`config.mk`:
```
export PLATFORM = sky130hd
export DESIGN_NAME = mmio_uart_tx
export DESIGN_NICKNAME = d
export VERILOG_FILES = /design/src/rtl/mmio_uart_tx_pkg.sv /design/src/rtl/mmio_uart_tx_sync_fifo.sv /design/src/rtl/mmio_uart_tx.sv
export SDC_FILE = /design/constraint.sdc
export NUM_CORES = 1
export LEC_CHECK = 0
export ABC_AREA = 1
export CAP_MARGIN = 5
export CORE_MARGIN = 4
export CORE_UTILIZATION = 45
export CTS_CLUSTER_SIZE = 24
export DETAILED_ROUTE_END_ITERATION = 6
export HOLD_SLACK_MARGIN = 0.05
export PLACE_DENSITY = 0.69
export SLEW_MARGIN = 20
export SYNTH_ARGS = -nofsm -noshare
export SYNTH_HDL_FRONTEND = slang
export SYNTH_SLANG_ARGS = --single-unit
```
`constraint.sdc`:
```
create_clock -name clk -period 7.9 [get_ports clk]
set_input_delay 2.37 -clock clk [delete_from_list [all_inputs] [get_ports clk]]
set_output_delay 2.37 -clock clk [all_outputs]
set_load 0.05 [all_outputs]
```
`src/rtl/mmio_uart_tx_pkg.sv`:
```
// mmio_uart_tx_pkg: register offsets, STATUS bit positions and FSM encoding
// shared by the memory-mapped UART transmitter.
package mmio_uart_tx_pkg;

    localparam logic [31:0] UART_TXDATA_OFF = 32'd0;
    localparam logic [31:0] UART_STATUS_OFF = 32'd4;
    localparam logic [31:0] UART_DIV_OFF    = 32'd8;

    localparam int ST_BUSY  = 0;
    localparam int ST_FULL  = 1;
    localparam int ST_EMPTY = 2;
    localparam int ST_OVF   = 3;

    typedef enum logic [1:0] {
        S_IDLE  = 2'd0,
        S_START = 2'd1,
        S_DATA  = 2'd2,
        S_STOP  = 2'd3
    } state_e;

endpackage

```
`src/rtl/mmio_uart_tx_sync_fifo.sv`:
```
// sync_fifo: count-based synchronous FIFO; a push into a full FIFO is accepted
// only when a pop frees a slot in the same cycle, and a pop of an empty FIFO is ignored.
module sync_fifo #(
    parameter int WIDTH = 8,
    parameter int DEPTH = 4
) (
    input  logic             clk,
    input  logic             reset,
    input  logic             push_i,
    input  logic [WIDTH-1:0] din_i,
    input  logic             pop_i,
    output logic [WIDTH-1:0] dout_o,
    output logic             full_o,
    output logic             empty_o
);

    localparam int AW = DEPTH > 1 ? $clog2(DEPTH) : 1;

    logic [WIDTH-1:0] mem_q [DEPTH];
    logic [AW-1:0]    wr_ptr_q, rd_ptr_q;
    logic [AW:0]      count_q;
    logic             do_push, do_pop;

    assign empty_o = count_q == '0;
    assign full_o  = count_q == (AW+1)'(DEPTH);
    assign do_pop  = pop_i && !empty_o;
    assign do_push = push_i && (!full_o || do_pop);
    assign dout_o  = mem_q[rd_ptr_q];

    always_ff @(posedge clk or posedge reset) begin
        if (reset) begin
            wr_ptr_q <= '0;
            rd_ptr_q <= '0;
            count_q  <= '0;
        end else begin
            wr_ptr_q <= do_push ? wr_ptr_q + 1'b1 : wr_ptr_q;
            rd_ptr_q <= do_pop ? rd_ptr_q + 1'b1 : rd_ptr_q;
            count_q  <= count_q + (AW+1)'(do_push) - (AW+1)'(do_pop);
        end
    end

    always_ff @(posedge clk) begin
        if (do_push) mem_q[wr_ptr_q] <= din_i;
    end

endmodule

```
`src/rtl/mmio_uart_tx.sv`:
```
// mmio_uart_tx: memory-mapped 8N1 UART transmitter with a byte FIFO,
// programmable baud divisor and sticky overflow flag.
module mmio_uart_tx
    import mmio_uart_tx_pkg::*;
#(
    parameter logic [31:0] BASE_ADDR   = 32'h0000_1000,
    parameter int          FIFO_DEPTH  = 4,
    parameter logic [15:0] DEFAULT_DIV = 16'd16
) (
    input  logic        clk,
    input  logic        reset,
    input  logic        wr_sig,
    input  logic [31:0] addr,
    input  logic [31:0] wr_data,
    output logic [31:0] rd_data,
    output logic        hit,
    output logic        tx
);

    state_e      state_q, state_d;
    logic [15:0] div_q, div_d, bit_div_q, bit_div_d, cnt_q, cnt_d;
    logic [7:0]  shift_q, shift_d, fifo_dout;
    logic [2:0]  bit_idx_q, bit_idx_d;
    logic        tx_q, tx_d, ovf_q, ovf_d;
    logic        sel_data, sel_stat, sel_div, push, pop, busy, bit_done;
    logic        fifo_full, fifo_empty;
    logic [31:0] off;
    logic        unused_bits;

    assign off         = addr - BASE_ADDR;
    assign sel_data    = off == UART_TXDATA_OFF;
    assign sel_stat    = off == UART_STATUS_OFF;
    assign sel_div     = off == UART_DIV_OFF;
    assign hit         = sel_data || sel_stat || sel_div;
    assign busy        = state_q != S_IDLE;
    assign bit_done    = cnt_q == 16'd0;
    assign push        = wr_sig && sel_data;
    assign pop         = !fifo_empty && (state_q == S_IDLE || (state_q == S_STOP && bit_done));
    assign tx          = tx_q;
    assign unused_bits = ^wr_data[31:16];

    assign rd_data = sel_stat ? {28'b0, ovf_q, fifo_empty, fifo_full, busy} :
                     sel_div  ? {16'b0, div_q} : 32'b0;

    // A pop in the same cycle frees a slot, so only an unpopped full FIFO drops the byte.
    assign ovf_d = (push && fifo_full && !pop) ? 1'b1 :
                   (wr_sig && sel_stat && wr_data[ST_OVF]) ? 1'b0 : ovf_q;
    assign div_d = (wr_sig && sel_div) ? ((wr_data[15:0] == 16'd0) ? 16'd1 : wr_data[15:0]) : div_q;

    sync_fifo #(.WIDTH(8), .DEPTH(FIFO_DEPTH)) u_fifo (
        .clk     (clk),
        .reset   (reset),
        .push_i  (push),
        .din_i   (wr_data[7:0]),
        .pop_i   (pop),
        .dout_o  (fifo_dout),
        .full_o  (fifo_full),
        .empty_o (fifo_empty)
    );

    always_ff @(posedge clk or posedge reset) begin
        if (reset) state_q <= S_IDLE;
        else       state_q <= state_d;
    end

    always_comb begin
        state_d = state_q;
        case (state_q)
            S_IDLE:  state_d = fifo_empty ? S_IDLE : S_START;
            S_START: state_d = bit_done ? S_DATA : S_START;
            S_DATA:  state_d = (bit_done && bit_idx_q == 3'd7) ? S_STOP : S_DATA;
            S_STOP:  state_d = !bit_done ? S_STOP : fifo_empty ? S_IDLE : S_START;
        endcase
    end

    // bit_div is captured at pop so divisor writes only affect the next frame.
    always_comb begin
        bit_div_d = pop ? div_q : bit_div_q;
        cnt_d     = pop ? div_q - 16'd1 : (state_q == S_IDLE) ? cnt_q :
                    bit_done ? bit_div_q - 16'd1 : cnt_q - 16'd1;
        shift_d   = pop ? fifo_dout : (state_q == S_DATA && bit_done) ? shift_q >> 1 : shift_q;
        bit_idx_d = (state_q == S_START) ? 3'd0 :
                    (state_q == S_DATA && bit_done) ? bit_idx_q + 3'd1 : bit_idx_q;
        tx_d      = pop ? 1'b0 : !bit_done ? tx_q :
                    (state_q == S_START) ? shift_q[0] :
                    (state_q == S_DATA) ? ((bit_idx_q == 3'd7) ? 1'b1 : shift_q[1]) : 1'b1;
    end

    always_ff @(posedge clk or posedge reset) begin
        if (reset) begin
            div_q     <= DEFAULT_DIV;
            bit_div_q <= DEFAULT_DIV;
            cnt_q     <= 16'd0;
            shift_q   <= 8'd0;
            bit_idx_q <= 3'd0;
            tx_q      <= 1'b1;
            ovf_q     <= 1'b0;
        end else begin
            div_q     <= div_d;
            bit_div_q <= bit_div_d;
            cnt_q     <= cnt_d;
            shift_q   <= shift_d;
            bit_idx_q <= bit_idx_d;
            tx_q      <= tx_d;
            ovf_q     <= ovf_d;
        end
    end

endmodule
```
==> results of run 1 <==
## cell families after synthesis
logic type,count (synthesis),share of synthesized area (%)
other cells,1,0.0647
simple gates,410,32.0
fa+ha+maj,10,2.29
xor+xnor,9,1.36
compound gates,76,7.77
buf+inv,126,9.67
flops,102,46.9
## per-layer routing
layer / wire length [um] / vias up / part of all wire [%] / track usage [%]
li1: - / 2475 / - / -
met1: 6110 / 2270 / 45 / 27.1
met2: 6380 / 151 / 47 / 31.9
met3: 866 / 21 / 6.4 / 4.24
met4: 220 / 0 / 1.6 / 6.51
met5: 0 / - / 0 / 0
## cell type report
type	instances	area share, %
Clock buffer	9	3.28
Timing Repair Buffer	72	9.96
Tap cell	172	3.14
Multi-Input combinational cell	521	37.5
Sequential cell	102	39.6
Inverter	90	4.92
Clock inverter	7	1.59
## layout by cell type (no fill, tap or decap), types with 3 or more instances in the layout
cell type,Yosys,final
nand2_1,212,212
inv_1,84,83
nor2_1,75,75
dfrtp_1,67,67
nand3_1,60,60
clkdlybuf4s50_1,0,57
o21ai_0,33,33
edfxtp_1,32,32
conb_1,1,16
buf_4,16,15
nor3_1,14,14
o21ai_1,13,13
ha_1,9,9
clkbuf_16,0,9
nor2_2,8,8
nand2_2,7,7
inv_2,6,7
nand4_1,7,7
xor2_1,7,7
o22ai_1,7,7
a21oi_1,7,7
nor2_4,6,6
nor4_1,6,6
o221ai_1,6,6
nand3b_1,5,5
nand2_4,3,3
a221o_1,3,3
dfstp_2,3,3
inv_6,0,3
## cells in the mapped netlist, types with 2 or more instances
master and number:
nor2_4 6, nand4_1 7, a21oi_1 7, edfxtp_1 32, nand2_1 212, o21ai_0 33, nand2_2 7, buf_2 4
xnor2_1 2, dfstp_2 3, nor4_1 6, buf_4 16, buf_6 3, inv_1 84, nand2_4 3, a221o_1 3
o221ai_1 6, ha_1 9, dfrtp_1 67, o22ai_1 7, buf_1 2, nand3_1 60, nand3b_1 5, xor2_1 7
nor2_2 8, clkbuf_1 11, inv_2 6, nor2_8 2, o21ai_1 13, nor2_1 75, nor3_1 14
## how the worst max path moves through the flow
stage | start | endpoint | cells after the start
after global routing | addr[15] | rd_data[11] | 15
after global placement | addr[12] | rd_data[11] | 11
after CTS | addr[12] | rd_data[10] | 14
after detailed placement | addr[12] | rd_data[10] | 14
after floorplan | addr[19] | rd_data[10] | 10
final | addr[19] | rd_data[10] | 14
## registers in the layout, summed over array words and instances, names as in the netlist, 3 cells and up
signal,cells
bit_idx_q,3
u_fifo.mem_q,32
u_fifo.count_q,3
shift_q,8
div_q,16
bit_div_q,16
cnt_q,16
## metrics by stage
step                      utilization, %  hold WS (ps)
after floorplan                        -           443
after global placement              51.7           451
after detailed placement            51.7           457
after CTS                           54.4           468
after global routing                54.4           486
final                               54.4           465
## worst min-delay path, delay by kind of cell (launching register included)
family | cells | cell delay (ps)
and+or+nand+nor | 2 | 90
DFF | 1 | 370
## where the power goes
group	internal [mW]	switching [mW]	leakage [nW]
clock network	0.286	0.212	0.165
registers	0.544	0.0000000417	1.05
logic	0.0275	0.0438	1.91
total	0.858	0.255	3.13
==> flow_summary_export.csv, run 1 <==
group,metric,value,unit
clock_tree,clock-root-buffer,"clkbuf_16",
critical_path,worst_r2r_startpoint,"cnt_q[12]",
critical_path,r2r_cells,11,
sta,setup_viol_count_final,0,
drt,vias,4917,
yosys,syn_inst,734,
power,ir_drop,0.0873,mV
clock_tree,cts_hold_buf,0,
critical_path,critPathKind,"input port to output pin",
yosys,netlist_area,5800,um^2
cells_and_area,multiInputGateArea,2570,um^2
power,power,1.11,mW
floorplanning,fp.dieArea,14800,um^2
critical_path,critPathBufInv,2,
yosys,seq_area_frac_synth,46.9,%
global_routing,grt_max_degree,71,
placed_design,gp_congestion,0.888,
placed_design,numPlacedInstances,957,
global_routing,grt-ovfl-total,0,
critical_path,cp-end-kind,"output pin",
sta,slew_viol_final,0,
sta,setup_ws,357,ps
drt,ant_nets,0,
floorplanning,coreArea,12600,um^2
drt,wl_per_cell,14.0,um
sta,skew,6.16,ps
critical_path,path_delay_family,"simple AND/OR/NAND/NOR gates",
yosys,synthFlopType,"dfrtp_1",
clock_tree,clkLatencyLatePin,350,ps
clock_tree,h-tree-depth,3,
drt,drt_iter0_drc,281,
floorplanning,rows,41,
global_routing,grt_pass1_wl,23700,um
yosys,synthTopCellsByArea,"dfrtp_1, edfxtp_1, nand2_1, inv_1, nand3_1",
critical_path,cp-start-kind,"input port",
clock_tree,numCtsBuffers,9,
flow_run,maxCapViolations,0,
placed_design,post-place-ws,360,ps
critical_path,cp_data_arrival_time,5170,ps
sta,max_freq,0.133,GHz
critical_path,timing.rr.end,"u_fifo.mem_q[1][4]",
placed_design,post_dp_cell_area,6530,um^2
sta,hold_violations,0,
floorplanning,die_x,121,um
critical_path,crit_required,5530,ps
clock_tree,cts.path.max_buffers,2,
yosys,yosys.area.top_type,"dfrtp_1",
clock_tree,cts.clk_slew.worst_paths,70,ps
sta,rsz0062_at_grt,"no",
placed_design,dp.final_hpwl,10200,um
clock_tree,postCtsResizedCells,0,
critical_path,cp_max_fo,12,
global_routing,grt_use_total,20.0,%
power,p_per_area,162,nW/um^2
cells_and_area,finish.net_count,873,
critical_path,r2r_setup_slack,4020,ps
floorplanning,dieHeight,121,um
cells_and_area,antennaDiodeCount,0,
yosys,synth.distinct_cells,45,
cells_and_area,instances_no_fill,973,
hold_path,holdPathEnd,"bit_div_q[4]",
clock_tree,cts_setup_buffers,0,
hold_path,hold_path_depth,2,
hold_path,hold_path_class,"flop to flop",
cells_and_area,seqCellArea,2720,um^2
hold_path,hp-start,"bit_div_q[4]",
yosys,ys_ff_latch,102,
cells_and_area,drive_gt1_share,8.86,%
critical_path,cp_slowest_stage_delay,830,ps
drt,routed_wirelength,13600,um
drt,firstDrtPassIters,5,
cells_and_area,stdcell_area,6860,um^2
floorplanning,start_util,45.9,%
yosys,synth-edff-count,32,
global_routing,grt_antenna_before_repair,0,
critical_path,slowest_stage,"clkdlybuf4s50_1",
clock_tree,cts_tree,"done",
cells_and_area,fillers,1183,
sta,fin_crit_sh,95.5,%
yosys,yosys_warnings,0,
sta,max-slew-margin-rel,40.7,%
power,p_leak,3.13,nW
global_routing,first_global_vias,4938,
yosys,async_flop_share,68.6,%
drt,drc_errors,0,
sta,setup_tns,0,ps
placed_design,port_buffers,68,
sta,worst_slew_pin_slew,889,ps
clock_tree,cts_sinks,102,
critical_path,crit_chain,"clkdlybuf4s50_1 -> nor2_1 -> nand2_1 -> nor2_2 -> nand2_2 -> nor2_4 -> nand2_1 -> nand2_1 -> nand2_1 -> nand3b_4 -> nor2_8 -> nand2_4 -> nor3_1 -> clkdlybuf4s50_1",
drt,via_per_inst,5.05,
sta,finalCriticalPeriod,7540,ps
critical_path,cpMostUsedCell,"nand2_1",
floorplanning,num_io_pins,101,
yosys,synth.avg_cell_area,7.90,um^2
outcome,status,"complete, no violations",
yosys,synth_top_area_share,28.9,%
cells_and_area,areaGrowthSynthToFinish,18.4,%
(Power assumes the default switching activity.)
==> inputs of run 2 (changes only) <==
==> constraint.sdc (replaced) <==
create_clock -name clk -period 7.9 [get_ports clk]
set_input_delay 2.37 -clock clk [delete_from_list [all_inputs] [get_ports clk]]
set_output_delay 2.37 -clock clk [all_outputs]
set_load 0.005 [all_outputs]
==> flow_summary_export.csv, run 2 (same netlist as run 1, synthesis figures left out) <==
group,metric,value,unit
outcome,status,"complete, no violations",
clock_tree,cts.clk_slew.worst_paths,70,ps
sta,skew,6.92,ps
sta,setup_viol_count_final,0,
critical_path,r2r_cells,11,
cells_and_area,regMostFlops,"u_fifo.mem_q",
placed_design,numPlacedInstances,956,
critical_path,cp-start-kind,"input port",
global_routing,grt.met2_usage,33.3,%
critical_path,critPathBufInv,2,
cells_and_area,final_cell_mix,"nand2_1, inv_1, nor2_1, clkdlybuf4s50_1, dfrtp_1",
cells_and_area,layout_commonest_cell,"nand2_1",
power,switchingPower,0.234,mW
power,p_sw_share,22.2,%
global_routing,grt-ovfl-total,0,
clock_tree,postCtsResizedCells,0,
drt,drc_errors,0,
clock_tree,h-tree-depth,3,
global_routing,grt_max_degree,71,
critical_path,cp_max_fo,18,
floorplanning,start_util,45.9,%
global_routing,first_global_vias,4954,
clock_tree,cts_setup_buffers,0,
placed_design,gp_congestion,0.900,
cells_and_area,fillers,1206,
hold_path,hold_path_class,"flop to flop",
flow_run,maxCapViolations,0,
global_routing,grt_pass1_wl,23500,um
clock_tree,cts_tree,"done",
clock_tree,clkLatencyLatePin,350,ps
sta,hold_violations,0,
cells_and_area,finish.net_count,872,
drt,routed_wirelength,13900,um
sta,worst_slew_pin_slew,913,ps
hold_path,hp-start,"bit_div_q[4]",
floorplanning,fp.dieArea,14800,um^2
drt,drt_iter0_drc,292,
placed_design,port_buffers,68,
cells_and_area,drive_gt1_share,7.25,%
sta,rsz0062_at_grt,"no",
sta,fin_crit_sh,94.8,%
sta,max_freq,0.134,GHz
clock_tree,cts_hold_buf,0,
power,clock_power_share,43.0,%
critical_path,crit_required,5530,ps
drt,via_per_inst,5.13,
critical_path,r2r_setup_slack,4000,ps
clock_tree,cts.path.max_buffers,2,
floorplanning,coreArea,12600,um^2
critical_path,cp-end-kind,"output pin",
sta,hold_slack,465,ps
drt,wl_per_cell,14.3,um
power,seqPwrFrac,51.6,%
cells_and_area,stdcell_area,6850,um^2
sta,max-slew-margin-rel,39.1,%
power,p_per_area,154,nW/um^2
hold_path,holdPathEnd,"bit_div_q[4]",
global_routing,grt_use_total,19.9,%
critical_path,critPathKind,"input port to output pin",
global_routing,use_met1,25.7,%
critical_path,cp_data_arrival_time,5120,ps
critical_path,cp-startpoint,"addr[19]",
clock_tree,clock-root-buffer,"clkbuf_16",
cells_and_area,multiInputGateArea,2570,um^2
sta,slew_viol_final,0,
floorplanning,rows,41,
cells_and_area,largest_reg_flops,32,
clock_tree,numCtsBuffers,9,
critical_path,worst_r2r_startpoint,"cnt_q[1]",
cells_and_area,fin_util,54.3,%
floorplanning,dieHeight,121,um
floorplanning,die_x,121,um
hold_path,hold_path_depth,2,
sta,finalCriticalPeriod,7490,ps
critical_path,slowest_stage,"clkdlybuf4s50_1",
global_routing,grt_antenna_before_repair,0,
drt,vias,4990,
cells_and_area,areaGrowthSynthToFinish,18.2,%
drt,ant_nets,0,
critical_path,crit_chain,"clkdlybuf4s50_1 -> nor2_1 -> nand2_1 -> nor2_2 -> nand2_2 -> nor2_4 -> nand2_1 -> nand2_1 -> nand2_1 -> nand3b_4 -> nor2_8 -> nand2_4 -> nor3_1 -> clkdlybuf4s50_1",
sta,setup_tns,0,ps
placed_design,dp.final_hpwl,10300,um
critical_path,cpMostUsedCell,"nand2_1",
drt,firstDrtPassIters,5,
critical_path,cp_slowest_stage_delay,580,ps
power,p_int,0.822,mW
global_routing,grt.busiest_layer,"met2",
power,p_leak,3.08,nW
cells_and_area,seqCellArea,2720,um^2
critical_path,path_delay_family,"simple AND/OR/NAND/NOR gates",
cells_and_area,instances_no_fill,972,
clock_tree,cts_sinks,102,
floorplanning,num_io_pins,101,
critical_path,timing.rr.end,"u_fifo.mem_q[1][4]",
cells_and_area,antennaDiodeCount,0,
placed_design,post_dp_cell_area,6550,um^2
power,ir_drop,0.125,mV
global_routing,grt_util_met3,3.96,%
power,comb_power_share,5.4,%
## run 2: power by group through the flow
stage	logic, mW	clock network (mW)	registers [mW]
floorplan	0.0250	0	0.556
global placement	0.0557	0	0.555
detailed placement	0.0571	0	0.555
CTS	0.0573	0.459	0.545
global route	0.0628	0.482	0.544
finish	0.0568	0.455	0.545
## run 2: area by class of cell
| cell class | instances | area share, % |
|---|---|---|
| Clock buffer | 9 | 3.29 |
| Clock inverter | 7 | 1.15 |
| Inverter | 90 | 4.93 |
| Multi-Input combinational cell | 521 | 37.6 |
| Sequential cell | 102 | 39.6 |
| Tap cell | 172 | 3.14 |
| Timing Repair Buffer | 71 | 10.3 |
## run 2: layer usage
metal  routed length [um]  share of wire, %  vias up
li1                     -                 -     2466
met1                 6070                44     2354
met5                    0                 0        -
met2                 6720                48      153
met4                  229               1.6        0
met3                  905               6.5       17
## run 2: worst register-to-register path: stages (launching register included)
cell and delay [ps]:
dfrtp_1 400, nor2_1 130, nand2_1 70, nor2_2 540
nand2_2 290, nand2_4 250, nand2_4 260, inv_2 370
nor2_1 120, inv_1 130, nand4_1 260, nor2_1 720
## run 2: worst max path at each step
stage / slack, ps / cells after the start / to
2_1_floorplan: 1710 / 10 / rd_data[10]
3_3_place_gp: 500 / 11 / rd_data[5]
3_5_place_dp: 440 / 14 / rd_data[5]
4_1_cts: 430 / 14 / rd_data[5]
5_1_grt: 170 / 15 / rd_data[5]
6_report: 410 / 14 / rd_data[5]
## run 2: per-stage QoR
step           total power [mW]  setup WS (ps)
4_1_cts                    1.06            428
3_5_place_dp              0.613            444
6_report                   1.06            413
2_1_floorplan             0.580           1710
3_3_place_gp              0.611            499
5_1_grt                    1.09            172
==> inputs of run 3 (changes only) <==
--- a/config.mk
+++ b/config.mk
@@ -13,6 +13,7 @@
 export DETAILED_ROUTE_END_ITERATION = 6
 export HOLD_SLACK_MARGIN = 0.05
 export PLACE_DENSITY = 0.69
+export REMOVE_ABC_BUFFERS = 1
 export SLEW_MARGIN = 20
 export SYNTH_ARGS = -nofsm -noshare
 export SYNTH_HDL_FRONTEND = slang
==> flow_summary_export.csv, run 3 (same netlist as run 1, synthesis figures left out) <==
group,metric,value,unit
outcome,status,"complete, no violations",
clock_tree,clock-root-buffer,"clkbuf_16",
placed_design,gp_congestion,0.842,
global_routing,grt_max_degree,71,
cells_and_area,fillers,1207,
global_routing,grt-ovfl-total,0,
cells_and_area,instances_no_fill,972,
critical_path,crit_required,5530,ps
drt,firstDrtPassIters,6,
placed_design,dp.final_hpwl,10300,um
placed_design,port_buffers,68,
clock_tree,numCtsBuffers,9,
sta,setup_viol_count_final,0,
clock_tree,cts_tree,"done",
floorplanning,dieHeight,121,um
clock_tree,cts.clk_slew.worst_paths,70,ps
floorplanning,fp.dieArea,14800,um^2
critical_path,cp_max_fo,18,
global_routing,grt_pass1_wl,22800,um
placed_design,post-place-ws,462,ps
power,p_int,0.788,mW
sta,max_freq,0.134,GHz
drt,drt_iter0_drc,245,
power,ir_drop,0.0946,mV
cells_and_area,regMostFlops,"u_fifo.mem_q",
cells_and_area,final_cell_mix,"nand2_1, inv_1, nor2_1, clkdlybuf4s50_1, dfrtp_1",
drt,routed_wirelength,13700,um
critical_path,cp_data_arrival_time,5090,ps
power,switchingPower,0.222,mW
clock_tree,clkLatencyLatePin,350,ps
drt,vias,4952,
cells_and_area,seqCellArea,2720,um^2
cells_and_area,antennaDiodeCount,0,
sta,setup_tns,0,ps
sta,setup_ws,440,ps
drt,via_per_inst,5.09,
critical_path,critPathKind,"input port to output pin",
cells_and_area,multiInputGateArea,2570,um^2
sta,hold_violations,0,
sta,skew,8.45,ps
drt,wl_per_cell,14.1,um
clock_tree,cts_sinks,102,
sta,slew_viol_final,0,
clock_tree,cts_setup_buffers,0,
power,p_sw_share,22.0,%
drt,drc_errors,0,
critical_path,cp-end-kind,"output pin",
clock_tree,h-tree-depth,3,
floorplanning,coreArea,12600,um^2
sta,finalCriticalPeriod,7460,ps
clock_tree,cts.path.max_buffers,2,
global_routing,grt_antenna_before_repair,0,
global_routing,grt_use_total,19.3,%
power,comb_power_share,5.6,%
flow_run,maxCapViolations,0,
global_routing,first_global_vias,4773,
floorplanning,rows,41,
clock_tree,postCtsResizedCells,0,
clock_tree,cts_hold_buf,0,
cells_and_area,areaGrowthSynthToFinish,17.7,%
sta,rsz0062_at_grt,"no",
sta,fin_crit_sh,94.4,%
hold_path,hold_path_class,"flop to flop",
placed_design,numPlacedInstances,956,
critical_path,r2r_setup_slack,4020,ps
sta,worst_slew_pin_slew,880,ps
power,p_per_area,148,nW/um^2
cells_and_area,layout_commonest_cell,"nand2_1",
power,seqPwrFrac,54.0,%
drt,ant_nets,0,
power,clock_power_share,40.4,%
cells_and_area,finish.net_count,872,
floorplanning,start_util,45.9,%
floorplanning,die_x,121,um
floorplanning,num_io_pins,101,
cells_and_area,drive_gt1_share,7.00,%
sta,max-slew-margin-rel,41.3,%
critical_path,cp-start-kind,"input port",
cells_and_area,largest_reg_flops,32,
power,p_leak,3.07,nW
run 3: cell count changes in the layout (fill, tap and decap cells not counted), sizes merged:
cell,delta
clkinvlp,-1
clkinv,+1
clkbuf,+1
bufinv,-1
run 3: critical path: stages:
cell and delay [ps]:
clkdlybuf4s50_1 470, nor2_1 160, nand2_1 120, nor2_2 160, nand2_2 110, nor2_4 110
nand3_1 80, nand2_1 90, nand4_2 160, nor2_8 200, nand2_4 190, o21ai_0 310
clkdlybuf4s50_1 570
run 3: power groups by stage:
| stage | combinational, mW | sequential, mW | clock [mW] |
|---|---|---|---|
| final | 0.0567 | 0.545 | 0.408 |
| after floorplan | 0.0192 | 0.556 | 0 |
| after detailed placement | 0.0571 | 0.555 | 0 |
| after CTS | 0.0573 | 0.545 | 0.413 |
| after global routing | 0.0628 | 0.544 | 0.438 |
| after global placement | 0.0567 | 0.555 | 0 |
run 3: per-stage QoR:
stage          hold slack (ps)  cell area (um^2)  util [%]  power, mW
2_1_floorplan              443              5630         -      0.575
3_3_place_gp               451              6550      51.9      0.612
3_5_place_dp               460              6550      51.9      0.613
4_1_cts                    471              6820      54.0       1.02
5_1_grt                    502              6820      54.0       1.05
6_report                   471              6820      54.0       1.01
run 3: area by class of cell:
| type | instances | area share [%] |
|---|---|---|
| clock buffers | 10 | 3.36 |
| clock inverters | 6 | 0.624 |
| inverters | 90 | 4.95 |
| multi-input cells | 521 | 37.8 |
| flip-flops and latches | 102 | 39.8 |
| well taps | 172 | 3.16 |
| repair buffers | 71 | 10.3 |
run 3: final timing paths:
kind,start,to,cells past startpoint
max,addr[19],rd_data[3],13
min,bit_div_q[4],bit_div_q[4],2
max reg2reg,cnt_q[6],u_fifo.mem_q[0][0],11
min reg2reg,bit_div_q[4],bit_div_q[4],2
max in group asynchronous,reset,bit_div_q[12],3
min in group asynchronous,reset,div_q[5],3
run 3: per-layer routing:
layer	GRT usage, %	vias to the layer above	share of wire [%]
li1	-	2472	-
met1	25.9	2329	46
met2	32.0	142	47
met3	3.96	9	5.9
met4	4.90	0	1.1
met5	0	-	0
